[config.mk]
export PLATFORM = sky130hd
export DESIGN_NAME = das_sum_engine_flat
export DESIGN_NICKNAME = d
export VERILOG_FILES = /design/src/rtl/das_sum_if.sv /design/src/rtl/das_sum_engine.sv /design/src/flat_wrapper.sv
export SDC_FILE = /design/constraint.sdc
export NUM_CORES = 1
export LEC_CHECK = 0
export CAP_MARGIN = 20
export CORE_UTILIZATION = 34
export CTS_CLUSTER_DIAMETER = 50
export DETAILED_ROUTE_END_ITERATION = 10
export PLACE_DENSITY_LB_ADDON = 0.12
export SETUP_SLACK_MARGIN = 0.15
export SLEW_MARGIN = 30
export SYNTH_ARGS = -nofsm -noshare
export SYNTH_HDL_FRONTEND = slang
export SYNTH_SLANG_ARGS = --single-unit
[constraint.sdc]
create_clock -name clk -period 2.53 [get_ports clk]
set_input_delay 0.506 -clock clk [delete_from_list [all_inputs] [get_ports clk]]
set_output_delay 0.506 -clock clk [all_outputs]
set_load 0.02 [all_outputs]
[src/rtl/das_sum_if.sv]
// Bus bundle between the delay-and-sum engine and its frame controller and RAMs.
// The engine connects through the master modport; the environment drives the slave side.
interface das_sum_if #(
    parameter int NUM_CH     = 8,
    parameter int NUM_PTS    = 768,
    parameter int SAMP_DEPTH = 6144,
    parameter int SAMP_W     = 32,
    parameter int DLY_W      = 13,
    parameter int SUM_W      = SAMP_W + $clog2(NUM_CH) + 1
);
    localparam int DLY_AW = $clog2(NUM_CH * NUM_PTS);
    localparam int SMP_AW = $clog2(NUM_CH * SAMP_DEPTH);
    localparam int PT_W   = (NUM_PTS > 1) ? $clog2(NUM_PTS) : 1;

    logic              start;
    logic [NUM_CH-1:0] ch_mask;
    logic              busy;
    logic              done;
    logic              dly_rd_en;
    logic [DLY_AW-1:0] dly_rd_addr;
    logic [DLY_W-1:0]  dly_rd_data;
    logic              smp_rd_en;
    logic [SMP_AW-1:0] smp_rd_addr;
    logic [SAMP_W-1:0] smp_rd_data;
    logic              sum_wr_en;
    logic [PT_W-1:0]   sum_wr_addr;
    logic [SUM_W-1:0]  sum_wr_data;
    logic [15:0]       oob_cnt;

    modport master (
        input  start, ch_mask, dly_rd_data, smp_rd_data,
        output busy, done, dly_rd_en, dly_rd_addr, smp_rd_en, smp_rd_addr,
               sum_wr_en, sum_wr_addr, sum_wr_data, oob_cnt
    );

    modport slave (
        output start, ch_mask, dly_rd_data, smp_rd_data,
        input  busy, done, dly_rd_en, dly_rd_addr, smp_rd_en, smp_rd_addr,
               sum_wr_en, sum_wr_addr, sum_wr_data, oob_cnt
    );
endinterface

[src/rtl/das_sum_engine.sv]
// Delay-and-sum engine: per output point, reads one delay per enabled channel, fetches the
// delayed sample, accumulates across channels and writes the sum to the sum RAM.
module das_sum_engine #(
    parameter int NUM_CH     = 8,
    parameter int NUM_PTS    = 768,
    parameter int SAMP_DEPTH = 6144,
    parameter int SAMP_W     = 32,
    parameter int DLY_W      = 13,
    parameter int RD_LAT     = 2,
    parameter bit SIGNED     = 1'b1,
    parameter int SUM_W      = SAMP_W + $clog2(NUM_CH) + 1
) (
    input logic       clk,
    input logic       reset_n,
    das_sum_if.master bus
);
    localparam int CH_W   = (NUM_CH > 1) ? $clog2(NUM_CH) : 1;
    localparam int PT_W   = (NUM_PTS > 1) ? $clog2(NUM_PTS) : 1;
    localparam int DLY_AW = $clog2(NUM_CH * NUM_PTS);
    localparam int SMP_AW = $clog2(NUM_CH * SAMP_DEPTH);
    localparam int WT_W   = (RD_LAT > 1) ? $clog2(RD_LAT) : 1;

    typedef enum logic [2:0] {
        S_IDLE, S_DLY_RD, S_DLY_WT, S_SMP_RD, S_SMP_WT, S_WRITE, S_FIN
    } state_t;

    typedef struct packed {
        logic            found;
        logic [CH_W-1:0] idx;
    } ch_sel_t;

    // Lowest enabled channel at or above 'from'; found=0 when none remain.
    function automatic ch_sel_t find_ch(input logic [NUM_CH-1:0] mask, input int from);
        ch_sel_t sel;
        sel = '0;
        for (int i = NUM_CH - 1; i >= 0; i--) begin
            if (mask[i] && i >= from) begin
                sel.found = 1'b1;
                sel.idx   = CH_W'(i);
            end
        end
        return sel;
    endfunction

    state_t            state_q, state_d;
    logic [NUM_CH-1:0] mask_q, mask_d;
    logic [CH_W-1:0]   ch_q, ch_d;
    logic [PT_W-1:0]   p_q, p_d;
    logic [WT_W-1:0]   wt_q, wt_d;
    logic [DLY_W-1:0]  dly_q, dly_d;
    logic [SUM_W-1:0]  acc_q, acc_d;
    logic [15:0]       oob_q, oob_d;

    ch_sel_t          start_sel, first_sel, next_sel;
    logic             wt_last, p_last, dly_oob, smp_sign;
    logic [SUM_W-1:0] smp_ext;

    assign start_sel = find_ch(bus.ch_mask, 0);
    assign first_sel = find_ch(mask_q, 0);
    assign next_sel  = find_ch(mask_q, int'(ch_q) + 1);
    assign wt_last   = (wt_q == WT_W'(RD_LAT - 1));
    assign p_last    = (p_q == PT_W'(NUM_PTS - 1));
    assign dly_oob   = (32'(bus.dly_rd_data) >= 32'(SAMP_DEPTH));
    assign smp_sign  = SIGNED & bus.smp_rd_data[SAMP_W-1];
    assign smp_ext   = {{(SUM_W - SAMP_W){smp_sign}}, bus.smp_rd_data};

    // NOTE: state registers use non-blocking assignments so every flop samples
    // pre-edge values regardless of process ordering.
    always_ff @(posedge clk or negedge reset_n) begin
        if (!reset_n) begin
            state_q <= S_IDLE;
            mask_q  <= '0;
            ch_q    <= '0;
            p_q     <= '0;
            wt_q    <= '0;
            dly_q   <= '0;
            acc_q   <= '0;
            oob_q   <= '0;
        end else begin
            state_q <= state_d;
            mask_q  <= mask_d;
            ch_q    <= ch_d;
            p_q     <= p_d;
            wt_q    <= wt_d;
            dly_q   <= dly_d;
            acc_q   <= acc_d;
            oob_q   <= oob_d;
        end
    end

    // NOTE: every variable gets its hold value first, so no branch can leave one
    // unassigned and infer a latch.
    always_comb begin
        state_d = state_q;
        mask_d  = mask_q;
        ch_d    = ch_q;
        p_d     = p_q;
        wt_d    = wt_q;
        dly_d   = dly_q;
        acc_d   = acc_q;
        oob_d   = oob_q;

        case (state_q)
            S_IDLE: begin
                if (bus.start) begin
                    mask_d  = bus.ch_mask;
                    oob_d   = '0;
                    p_d     = '0;
                    acc_d   = '0;
                    ch_d    = start_sel.idx;
                    state_d = start_sel.found ? S_DLY_RD : S_WRITE;
                end
            end
            S_DLY_RD: begin
                wt_d    = '0;
                state_d = S_DLY_WT;
            end
            S_DLY_WT: begin
                if (!wt_last) begin
                    wt_d = wt_q + WT_W'(1);
                end else if (dly_oob) begin
                    // Out-of-range delay contributes nothing and skips its sample read.
                    oob_d   = (oob_q == 16'hFFFF) ? oob_q : oob_q + 16'd1;
                    ch_d    = next_sel.idx;
                    state_d = next_sel.found ? S_DLY_RD : S_WRITE;
                end else begin
                    dly_d   = bus.dly_rd_data;
                    state_d = S_SMP_RD;
                end
            end
            S_SMP_RD: begin
                wt_d    = '0;
                state_d = S_SMP_WT;
            end
            S_SMP_WT: begin
                if (!wt_last) begin
                    wt_d = wt_q + WT_W'(1);
                end else begin
                    acc_d   = acc_q + smp_ext;
                    ch_d    = next_sel.idx;
                    state_d = next_sel.found ? S_DLY_RD : S_WRITE;
                end
            end
            S_WRITE: begin
                acc_d = '0;
                ch_d  = first_sel.idx;
                if (p_last) begin
                    state_d = S_FIN;
                end else begin
                    p_d     = p_q + PT_W'(1);
                    state_d = first_sel.found ? S_DLY_RD : S_WRITE;
                end
            end
            S_FIN:   state_d = S_IDLE;
            default: state_d = S_IDLE;
        endcase
    end

    always_comb begin
        bus.busy        = (state_q != S_IDLE) && (state_q != S_FIN);
        bus.done        = (state_q == S_FIN);
        bus.oob_cnt     = oob_q;
        bus.dly_rd_en   = 1'b0;
        bus.dly_rd_addr = '0;
        bus.smp_rd_en   = 1'b0;
        bus.smp_rd_addr = '0;
        bus.sum_wr_en   = 1'b0;
        bus.sum_wr_addr = '0;
        bus.sum_wr_data = '0;

        case (state_q)
            S_DLY_RD: begin
                bus.dly_rd_en   = 1'b1;
                bus.dly_rd_addr = DLY_AW'(32'(ch_q) * 32'(NUM_PTS) + 32'(p_q));
            end
            S_SMP_RD: begin
                bus.smp_rd_en   = 1'b1;
                bus.smp_rd_addr = SMP_AW'(32'(ch_q) * 32'(SAMP_DEPTH) + 32'(dly_q));
            end
            S_WRITE: begin
                bus.sum_wr_en   = 1'b1;
                bus.sum_wr_addr = p_q;
                bus.sum_wr_data = acc_q;
            end
            default: ;
        endcase
    end
endmodule
[src/flat_wrapper.sv]
// flat-port wrapper written by rule: the top's interface ports become plain ports
module das_sum_engine_flat 
#(
    parameter int NUM_CH     = 8,
    parameter int NUM_PTS    = 768,
    parameter int SAMP_DEPTH = 6144,
    parameter int SAMP_W     = 32,
    parameter int DLY_W      = 13,
    parameter int RD_LAT     = 2,
    parameter bit SIGNED     = 1'b1,
    parameter int SUM_W      = SAMP_W + $clog2(NUM_CH) + 1
)
  (clk, reset_n, bus_start, bus_ch_mask, bus_dly_rd_data, bus_smp_rd_data, bus_busy, bus_done, bus_dly_rd_en, bus_dly_rd_addr, bus_smp_rd_en, bus_smp_rd_addr, bus_sum_wr_en, bus_sum_wr_addr, bus_sum_wr_data, bus_oob_cnt);
  das_sum_if #(.NUM_CH(NUM_CH), .NUM_PTS(NUM_PTS), .SAMP_DEPTH(SAMP_DEPTH), .SAMP_W(SAMP_W), .DLY_W(DLY_W), .SUM_W(SUM_W)) bus_i ();
  input logic clk;
  input logic reset_n;
  input wire logic [$bits(bus_i.start)-1:0] bus_start;
  input wire logic [$bits(bus_i.ch_mask)-1:0] bus_ch_mask;
  input wire logic [$bits(bus_i.dly_rd_data)-1:0] bus_dly_rd_data;
  input wire logic [$bits(bus_i.smp_rd_data)-1:0] bus_smp_rd_data;
  output wire logic [$bits(bus_i.busy)-1:0] bus_busy;
  output wire logic [$bits(bus_i.done)-1:0] bus_done;
  output wire logic [$bits(bus_i.dly_rd_en)-1:0] bus_dly_rd_en;
  output wire logic [$bits(bus_i.dly_rd_addr)-1:0] bus_dly_rd_addr;
  output wire logic [$bits(bus_i.smp_rd_en)-1:0] bus_smp_rd_en;
  output wire logic [$bits(bus_i.smp_rd_addr)-1:0] bus_smp_rd_addr;
  output wire logic [$bits(bus_i.sum_wr_en)-1:0] bus_sum_wr_en;
  output wire logic [$bits(bus_i.sum_wr_addr)-1:0] bus_sum_wr_addr;
  output wire logic [$bits(bus_i.sum_wr_data)-1:0] bus_sum_wr_data;
  output wire logic [$bits(bus_i.oob_cnt)-1:0] bus_oob_cnt;
  assign bus_i.start = bus_start;
  assign bus_i.ch_mask = bus_ch_mask;
  assign bus_i.dly_rd_data = bus_dly_rd_data;
  assign bus_i.smp_rd_data = bus_smp_rd_data;
  assign bus_busy = bus_i.busy;
  assign bus_done = bus_i.done;
  assign bus_dly_rd_en = bus_i.dly_rd_en;
  assign bus_dly_rd_addr = bus_i.dly_rd_addr;
  assign bus_smp_rd_en = bus_i.smp_rd_en;
  assign bus_smp_rd_addr = bus_i.smp_rd_addr;
  assign bus_sum_wr_en = bus_i.sum_wr_en;
  assign bus_sum_wr_addr = bus_i.sum_wr_addr;
  assign bus_sum_wr_data = bus_i.sum_wr_data;
  assign bus_oob_cnt = bus_i.oob_cnt;
  das_sum_engine #(.NUM_CH(NUM_CH), .NUM_PTS(NUM_PTS), .SAMP_DEPTH(SAMP_DEPTH), .SAMP_W(SAMP_W), .DLY_W(DLY_W), .RD_LAT(RD_LAT), .SIGNED(SIGNED), .SUM_W(SUM_W)) u_core (.clk(clk), .reset_n(reset_n), .bus(bus_i));
endmodule
==> results of run 1 <==
-- logic make-up after synthesis --
kind of cell / count (synthesis)
compound gates: 191
xor+xnor: 60
fa+ha+maj: 52
buf+inv: 65
flops: 90
mux: 23
simple gates: 308
-- cells in the mapped netlist, drive strengths merged, types with 2 or more instances --
cell,instances
mux2,22
a31o,2
or3,6
nand2b,8
a211oi,6
o31ai,5
and2,13
nor3,13
dfrtp,90
nand4,11
nor2b,5
o21ai,57
ha,48
a21o,26
a22o,3
nand2,82
fa,4
clkbuf,35
a31oi,7
o22ai,4
or2,4
a211o,3
o21a,4
xnor2,23
and4,3
nor4,4
xor2,37
a21oi,51
a221o,2
and3,62
nand3,23
nor2,68
o21bai,4
o211ai,3
buf,4
nor3b,2
o221ai,2
inv,26
a41oi,2
-- worst reg2reg max path, stage by stage, from the launching register on --
cell and delay (ps):
dfrtp_1 410, ha_4 170, fa_2 330, a211o_1 280
a21oi_2 160, o21ai_2 80, a221o_1 380, buf_4 150
buf_6 120, a21o_1 160, a21oi_2 140, xor2_1 190
o21ai_1 100
-- final cells by class --
class                           instances  area [sq um]  share of cell area, %
Timing Repair Buffer                  322          2710                   25.4
Inverter                               26           100                  0.940
Sequential cell                        90          2260                   21.2
Clock buffer                           10           239                   2.24
Clock inverter                          6          93.8                  0.881
Multi-Input combinational cell        634          4930                   46.3
Tap cell                              265           332                   3.11
-- worst min path at each step --
stage | startpoint | to | slack (ps) | cells after the start
floorplan | reset_n | u_core.acc_q[0] | 210 | 0
global placement | reset_n | u_core.mask_q[6] | 420 | 1
detailed placement | reset_n | u_core.mask_q[7] | 420 | 1
CTS | reset_n | u_core.mask_q[7] | 40 | 1
global route | reset_n | u_core.mask_q[7] | 50 | 1
finish | reset_n | u_core.mask_q[7] | 40 | 1
-- registers in the layout, indices dropped and copies added, names as in the netlist --
| name | flops |
|---|---|
| u_core.state_q | 3 |
| u_core.p_q | 10 |
| u_core.ch_q | 3 |
| u_core.wt_last | 1 |
| u_core.dly_q | 13 |
| u_core.acc_q | 36 |
| u_core.bus.oob_cnt | 16 |
| u_core.mask_q | 8 |
-- routing by layer --
metal / track usage [%] / vias up / routed length [um]
met5: 0 / - / 0
met3: 2.59 / 18 / 760
met2: 36.2 / 121 / 10400
met1: 28.0 / 3282 / 9670
li1: - / 3406 / -
met4: 5.49 / 0 / 254
-- metrics by stage --
stage	area, sq um	util, %	setup TNS (ps)	std cells
after CTS	10400	53.7	-1830	1336
final	10700	54.9	-2680	1353
after global placement	9640	49.7	-17030	1301
after global routing	10700	54.9	-5170	1353
after detailed placement	9640	49.7	-17250	1301
after floorplan	6870	-	-820	789
-- power by group through the flow --
stage | Clock [mW] | Sequential (mW) | Combinational [mW]
2_1_floorplan | 0 | 2.24 | 3.49
3_3_place_gp | 0 | 2.29 | 5.86
3_5_place_dp | 0 | 2.29 | 5.88
4_1_cts | 1.59 | 2.31 | 6.54
5_1_grt | 1.65 | 2.39 | 7.58
6_report | 1.56 | 2.33 | 6.92
-- what timing repair did --
item,CTS,global route
endpoints found under the setup margin,105,89
pin swaps,72,60
gates resized for setup,262,147
endpoints found under the hold margin,0,0
buffers inserted,19,17
==> key figures, run 1 <==
Synth
  – Top-area cell type share of the netlist area: 33.6%
  – Yosys warning count: 0
  – Post-synth EDFFs: 0
  – Area contributors post-synth: dfrtp_1 (34%), ha_1 (9.0%), and3_1 (5.8%), xor2_1 (4.8%), nand2_1 (4.6%)
  – Top FF cell, synth: dfrtp_1
  – Mapped Nets: 897
  – Compound-Gate Fraction of Synth Area: 17.8%
  – Cell type with the largest total area after synthesis: dfrtp_1
  – Simple-Gate Fraction of Synth Area: 23.1%
  – Avg Inst Size Synth: between 8 and 9 sq um
  – Post-Synth Adder-Cell Area: 10.1%
  – Post-synth design cell area: 6710 sq um
  – Netlist cell types: 62
  – XOR/XNOR share of the synthesized area: 7.84%
  – Mapped Cells: 789
  – Sequential area share after synthesis: 33.6%
  – Largest family of logic cells by synthesized area: simple AND/OR/NAND/NOR gates
  – Seq cells post-synth: 90
  – Async S/R FF share, synth: 100%
  – Mux contribution to synthesized area: 3.84%

Worst setup path
  – Largest delay contributor family on the critical path: compound AO/OA/AOI/OAI gates
  – Crit path max-delay cell type: dfrtp_1
  – Crit Path Max Fanout: 3
  – Crit path capture type: flip-flop
  – R2R setup slack: -260 ps
  – CP most frequent cell: a21oi_2
  – Startpoint types: flip-flop
  – End of the worst register-to-register path: u_core.acc_q[20]
  – Biggest cell delay along the critical path: 410 ps
  – Critical path class: reg2reg
  – FF-to-FF Start: u_core.acc_q[0]
  – Worst Path Buf+Inv: 2
  – Crit. path cell count: 12
  – CP Cell Sequence: ha_4 > fa_2 > a211o_1 > a21oi_2 > o21ai_2 > a221o_1 > buf_4 > buf_6 > a21o_1 > a21oi_2 > xor2_1 > o21ai_1
  – R2R depth: 12
  – Worst Setup SP: u_core.acc_q[0]
  – Crit path to: u_core.acc_q[20]
  – Required @ worst endpoint: 2770 ps
  – Data arrival, critical path: 3040 ps

CTS
  – Clock Pin Slew Worst Setup and Hold Paths: 70 ps
  – Clock buffer depth: 2
  – Sink Count: 90
  – CTS tree: done
  – Count of hold-fix buffers inserted at cts: 0
  – Clk_lat worst skew: 360 ps
  – Clock buffer count from CTS: 9
  – H-tree depth: 3
  – Root Driver: clkbuf_16

Final layout
  – # fillers: 1831
  – Area Overhead vs Synth: 58.8%
  – Ant. Diodes: 0
  – Final #Nets: 1191
  – Most common cell after layout, fill and taps aside: buf_4
  – Commonest non-fill, non-tap cells in the layout: buf_4 (149), dfrtp_1 (87), nand2_1 (76), and3_1 (61), nor2_1 (58)
  – Layout cells sized above 1: 35.2%

Route
  – Per-cell routed wire length: between 15 and 20 um
  – Drt via density: 5.05
  – DRC viols: 0
  – DRT Wirelength: 21100 um
  – DR iter-0 viols: 257
  – Post-route ant nets: 0
  – Vias after detailed routing: approximately 7000
  – DRT Pass-1 Iters: 5

Timing
  – Setup-failing EPs final: 20
  – Slew Viols, Final: 0
  – Min Tclk post-route: 2790 ps
  – FMAX: ~360 MHz
  – Worst-margin pin slew: 432 ps
  – Clk_skew: 10.6 ps
  – Setup ws final: -264 ps
  – Fin. Hold Viols: 0
  – RSZ-0062 raised after global routing: true
  – Crit share post-route: 110%
  – Hold WS: 38.4 ps
  – Rel. slew slack: 71.1%

Die
  – Die Width: 142 um
  – Die Y: around 140 um
  – Cell row count: 51
  – I/O pin cnt: 152
  – Total core area: 19400 sq um
  – Die area: 20300 sq um
  – Starting Density: 34.6%

Placed design
  – Setup WS pre-CTS: -940 ps
  – DP Wirelength: approximately 15000 um
  – Port bufs: 151
  – Gpl congestion: a little over 0.8

Run status
  – Outcome: complete, but fails checks
  – Failing checks: negative setup slack

Global route
  – Total GRT Usage: 21.1%
  – First-pass GRT wire length: 33500 um
  – GRT overflow: 0
  – Pin count of the biggest net entering global routing: 77
  – Initial antenna violation count: 0
  – Vias in the first global route: 6594

Power
  – Combinational power share: 64.0%
  – Total power: about 11 mW
  – Reg power frac: 21.5%
  – Leakage power: 5.18 nW
  – P_sw: 4.52 mW
  – Switching part of the total: a little over two fifths
  – Internal power: 6.29 mW
  – VDD IR max: 0.541 mV
  – P per Cell Area: between 1000 and 1500 nW/um^2
  – Clk pwr share: 14.4%

Hold path
  – Worst min path class: in2async

Job
  – Max Cap Viol: 0
(Power assumes the default switching activity.)
==> inputs of run 2 (changes only) <==
--- a/config.mk
+++ b/config.mk
@@ -10,6 +10,7 @@
 export CTS_CLUSTER_DIAMETER = 50
 export DETAILED_ROUTE_END_ITERATION = 10
 export PLACE_DENSITY_LB_ADDON = 0.12
+export REMOVE_ABC_BUFFERS = 1
 export SETUP_SLACK_MARGIN = 0.15
 export SLEW_MARGIN = 30
 export SYNTH_ARGS = -nofsm -noshare
==> key figures, run 2 (synthesized netlist as in run 1, its figures left out) <==
Run status
  – Outcome: complete, but fails checks (unchanged)
  – Failing checks: negative setup slack (unchanged)

Die
  – Starting Density: 34.6% (unchanged)
  – Total core area: 19400 sq um (unchanged)
  – Die Y: 142 um (unchanged)
  – Die Width: 142 um (unchanged)
  – I/O pin cnt: 152 (unchanged)
  – Cell row count: 51 (unchanged)
  – Die area: 20300 sq um (unchanged)

Global route
  – Initial antenna violation count: 0 (unchanged)
  – Pin count of the biggest net entering global routing: 77 (unchanged)
  – First-pass GRT wire length: 33700 um (was 33500 um)
  – GRT overflow: 0 (unchanged)
  – Vias in the first global route: 6591 (was 6594)
  – Total GRT Usage: 21.2% (was 21.1%)

CTS
  – Clock buffer depth: 2 (unchanged)
  – Count of hold-fix buffers inserted at cts: 0 (unchanged)
  – Clock buffer count from CTS: 9 (unchanged)
  – Clk_lat worst skew: 360 ps (about the same)
  – Root Driver: clkbuf_16 (unchanged)
  – Sink Count: 90 (unchanged)
  – H-tree depth: 3 (unchanged)
  – CTS tree: done (unchanged)
  – Clock Pin Slew Worst Setup and Hold Paths: 70 ps (about the same)

Route
  – Per-cell routed wire length: 15.8 um (was 15.6 um)
  – DR iter-0 viols: 295 (was 257)
  – Post-route ant nets: 0 (unchanged)
  – DRC viols: 0 (unchanged)
  – Vias after detailed routing: 6773 (was 6827)
  – Drt via density: 5.00 (was 5.05)
  – DRT Wirelength: 21400 um (was 21100 um)
  – DRT Pass-1 Iters: 7 (was 5)

Placed design
  – Gpl congestion: 0.826 (was 0.823)
  – DP Wirelength: 14900 um (was 15300 um)
  – Setup WS pre-CTS: -1020 ps (was -940 ps)
  – Port bufs: 151 (unchanged)
  – Placed Area: 9500 sq um (was 9640 sq um)

Worst setup path
  – Crit Path Max Fanout: 4 (was 3)
  – Required @ worst endpoint: 2770 ps (about the same)
  – Critical path class: reg2reg (unchanged)
  – Startpoint types: flip-flop (unchanged)
  – CP Cell Sequence: ha_4 > fa_2 > a211o_1 > a21oi_2 > o21ai_2 > a221o_1 > a41oi_2 > o211ai_1 > a31oi_1 > xor2_1 > o21ai_1 (was ha_4 > fa_2 > a211o_1 > a21oi_2 > o21ai_2 > a221o_1 > buf_4 > buf_6 > a21o_1 > a21oi_2 > xor2_1 > o21ai_1)
  – Worst Setup SP: u_core.acc_q[0] (unchanged)
  – Biggest cell delay along the critical path: 410 ps (about the same)
  – Crit path capture type: flip-flop (unchanged)
  – Data arrival, critical path: 3070 ps (was 3040 ps)
  – Crit path max-delay cell type: dfrtp_1 (unchanged)
  – FF-to-FF Start: u_core.acc_q[0] (unchanged)

Timing
  – Setup-failing EPs final: 20 (unchanged)
  – Rel. slew slack: 67.6% (was 71.1%)
  – FMAX: 354 MHz (was 358 MHz)
  – Min Tclk post-route: 2830 ps (was 2790 ps)
  – Total Neg Setup Slack: -2490 ps (was -2680 ps)
  – Setup ws final: -297 ps (was -264 ps)
  – Worst-margin pin slew: 486 ps (was 432 ps)
  – RSZ-0062 raised after global routing: true (unchanged)
  – Crit share post-route: 112% (was 110%)
  – Clk_skew: 7.35 ps (was 10.6 ps)
  – Slew Viols, Final: 0 (unchanged)
  – Fin. Hold Viols: 0 (unchanged)

Power
  – Total power: 10.5 mW (was 10.8 mW)
  – Leakage power: 5.19 nW (was 5.18 nW)
  – P_sw: 4.52 mW (about the same)
  – Internal power: 6.02 mW (was 6.29 mW)
  – Reg power frac: 22.2% (was 21.5%)
  – VDD IR max: 0.456 mV (was 0.541 mV)
  – P per Cell Area: 987 nW/um^2 (was 1010 nW/um^2)
  – Combinational power share: 65.0% (was 64.0%)
  – Clk pwr share: 12.9% (was 14.4%)
  – Switching part of the total: 42.9% (was 41.8%)

Final layout
  – Layout cells sized above 1: 32.8% (was 35.2%)
  – # fillers: 1872 (was 1831)
  – Reg with most FFs: u_core.acc_q (unchanged)
  – Largest register FFs: 36 (unchanged)
  – Reg area: 2260 sq um (about the same)
  – Commonest non-fill, non-tap cells in the layout: buf_4 (163), dfrtp_1 (84), nand2_1 (76), and3_1 (61), nor2_1 (60) (was buf_4 (149), dfrtp_1 (87), nand2_1 (76), and3_1 (61), nor2_1 (58))
  – Area Overhead vs Synth: 59.2% (was 58.8%)
  – Final instance area: 10700 sq um (about the same)
  – Area of the multi-input gates: 4920 sq um (was 4930 sq um)
  – Final #Nets: 1192 (was 1191)
  – Ant. Diodes: 0 (unchanged)
  – Most common cell after layout, fill and taps aside: buf_4 (unchanged)

Hold path
  – Worst min path class: in2async (unchanged)

Job
  – Max Cap Viol: 0 (unchanged)
-- run 2: changes by cell type in the layout (fill, tap and decap cells not counted), moves of 9 or more --
cell / before / now
clkbuf_2: 31 / 14
o21ai_0: 27 / 40
o21ai_1: 28 / 16
buf_2: 12 / 3
buf_4: 149 / 163
buf_6: 24 / 13
clkdlybuf4s15_1: 24 / 37
-- run 2: layer usage --
layer  track usage (%)  vias to the layer above  share of wire [%]
met3              3.36                       15                3.3
met1              27.0                     3252                 45
li1                  -                     3390                  -
met4              4.98                        0                1.2
met2              37.4                      116                 50
met5                 0                        -                  0
-- run 2: power groups by stage --
stage,Clock [mW],Combinational [mW],Sequential [mW]
after global routing,1.44,7.51,2.41
after CTS,1.40,6.26,2.30
final,1.36,6.85,2.34
after global placement,0,5.72,2.28
after floorplan,0,3.13,2.35
after detailed placement,0,5.74,2.29
-- run 2: what timing repair did --
action / CTS / global route
resized for setup: 220 / 137
pin swaps: 58 / 62
setup endpoints to repair: 108 / 105
setup buffers: 13 / 23
cloned: 0 / 0
-- run 2: final timing paths --
kind,to,slack [ps],cells past startpoint
hold / removal,u_core.mask_q[7],70,1
hold reg to reg,u_core.dly_q[0],500,1
setup reg to reg,u_core.acc_q[34],-300,11
max in group asynchronous,u_core.acc_q[31],1720,2
min in group clk,u_core.dly_q[0],500,1
setup / recovery,u_core.acc_q[34],-300,11
-- run 2: cell type report --
type / count / area share, %
clock buffers: 9 / 2.11
repair buffers: 323 / 26.0
inverters: 26 / 0.973
clock inverters: 7 / 0.562
multi-input cells: 634 / 46.0
well taps: 265 / 3.11
flip-flops and latches: 90 / 21.2
-- run 2: worst max-delay path: cells and delay by family (launching register included) --
kind | cells | cell delay [ps]
compound gates | 8 | 1630
xor+xnor | 1 | 160
fa+ha+maj | 2 | 520
flops | 1 | 410
-- run 2: metrics by stage --
stage          utilization (%)  hold slack, ps  std cells
2_1_floorplan                -             210        750
3_5_place_dp              49.0             464       1302
3_3_place_gp              49.0             461       1302
5_1_grt                   55.0            86.9       1354
6_report                  55.0            71.1       1354
4_1_cts                   52.4            75.5       1331
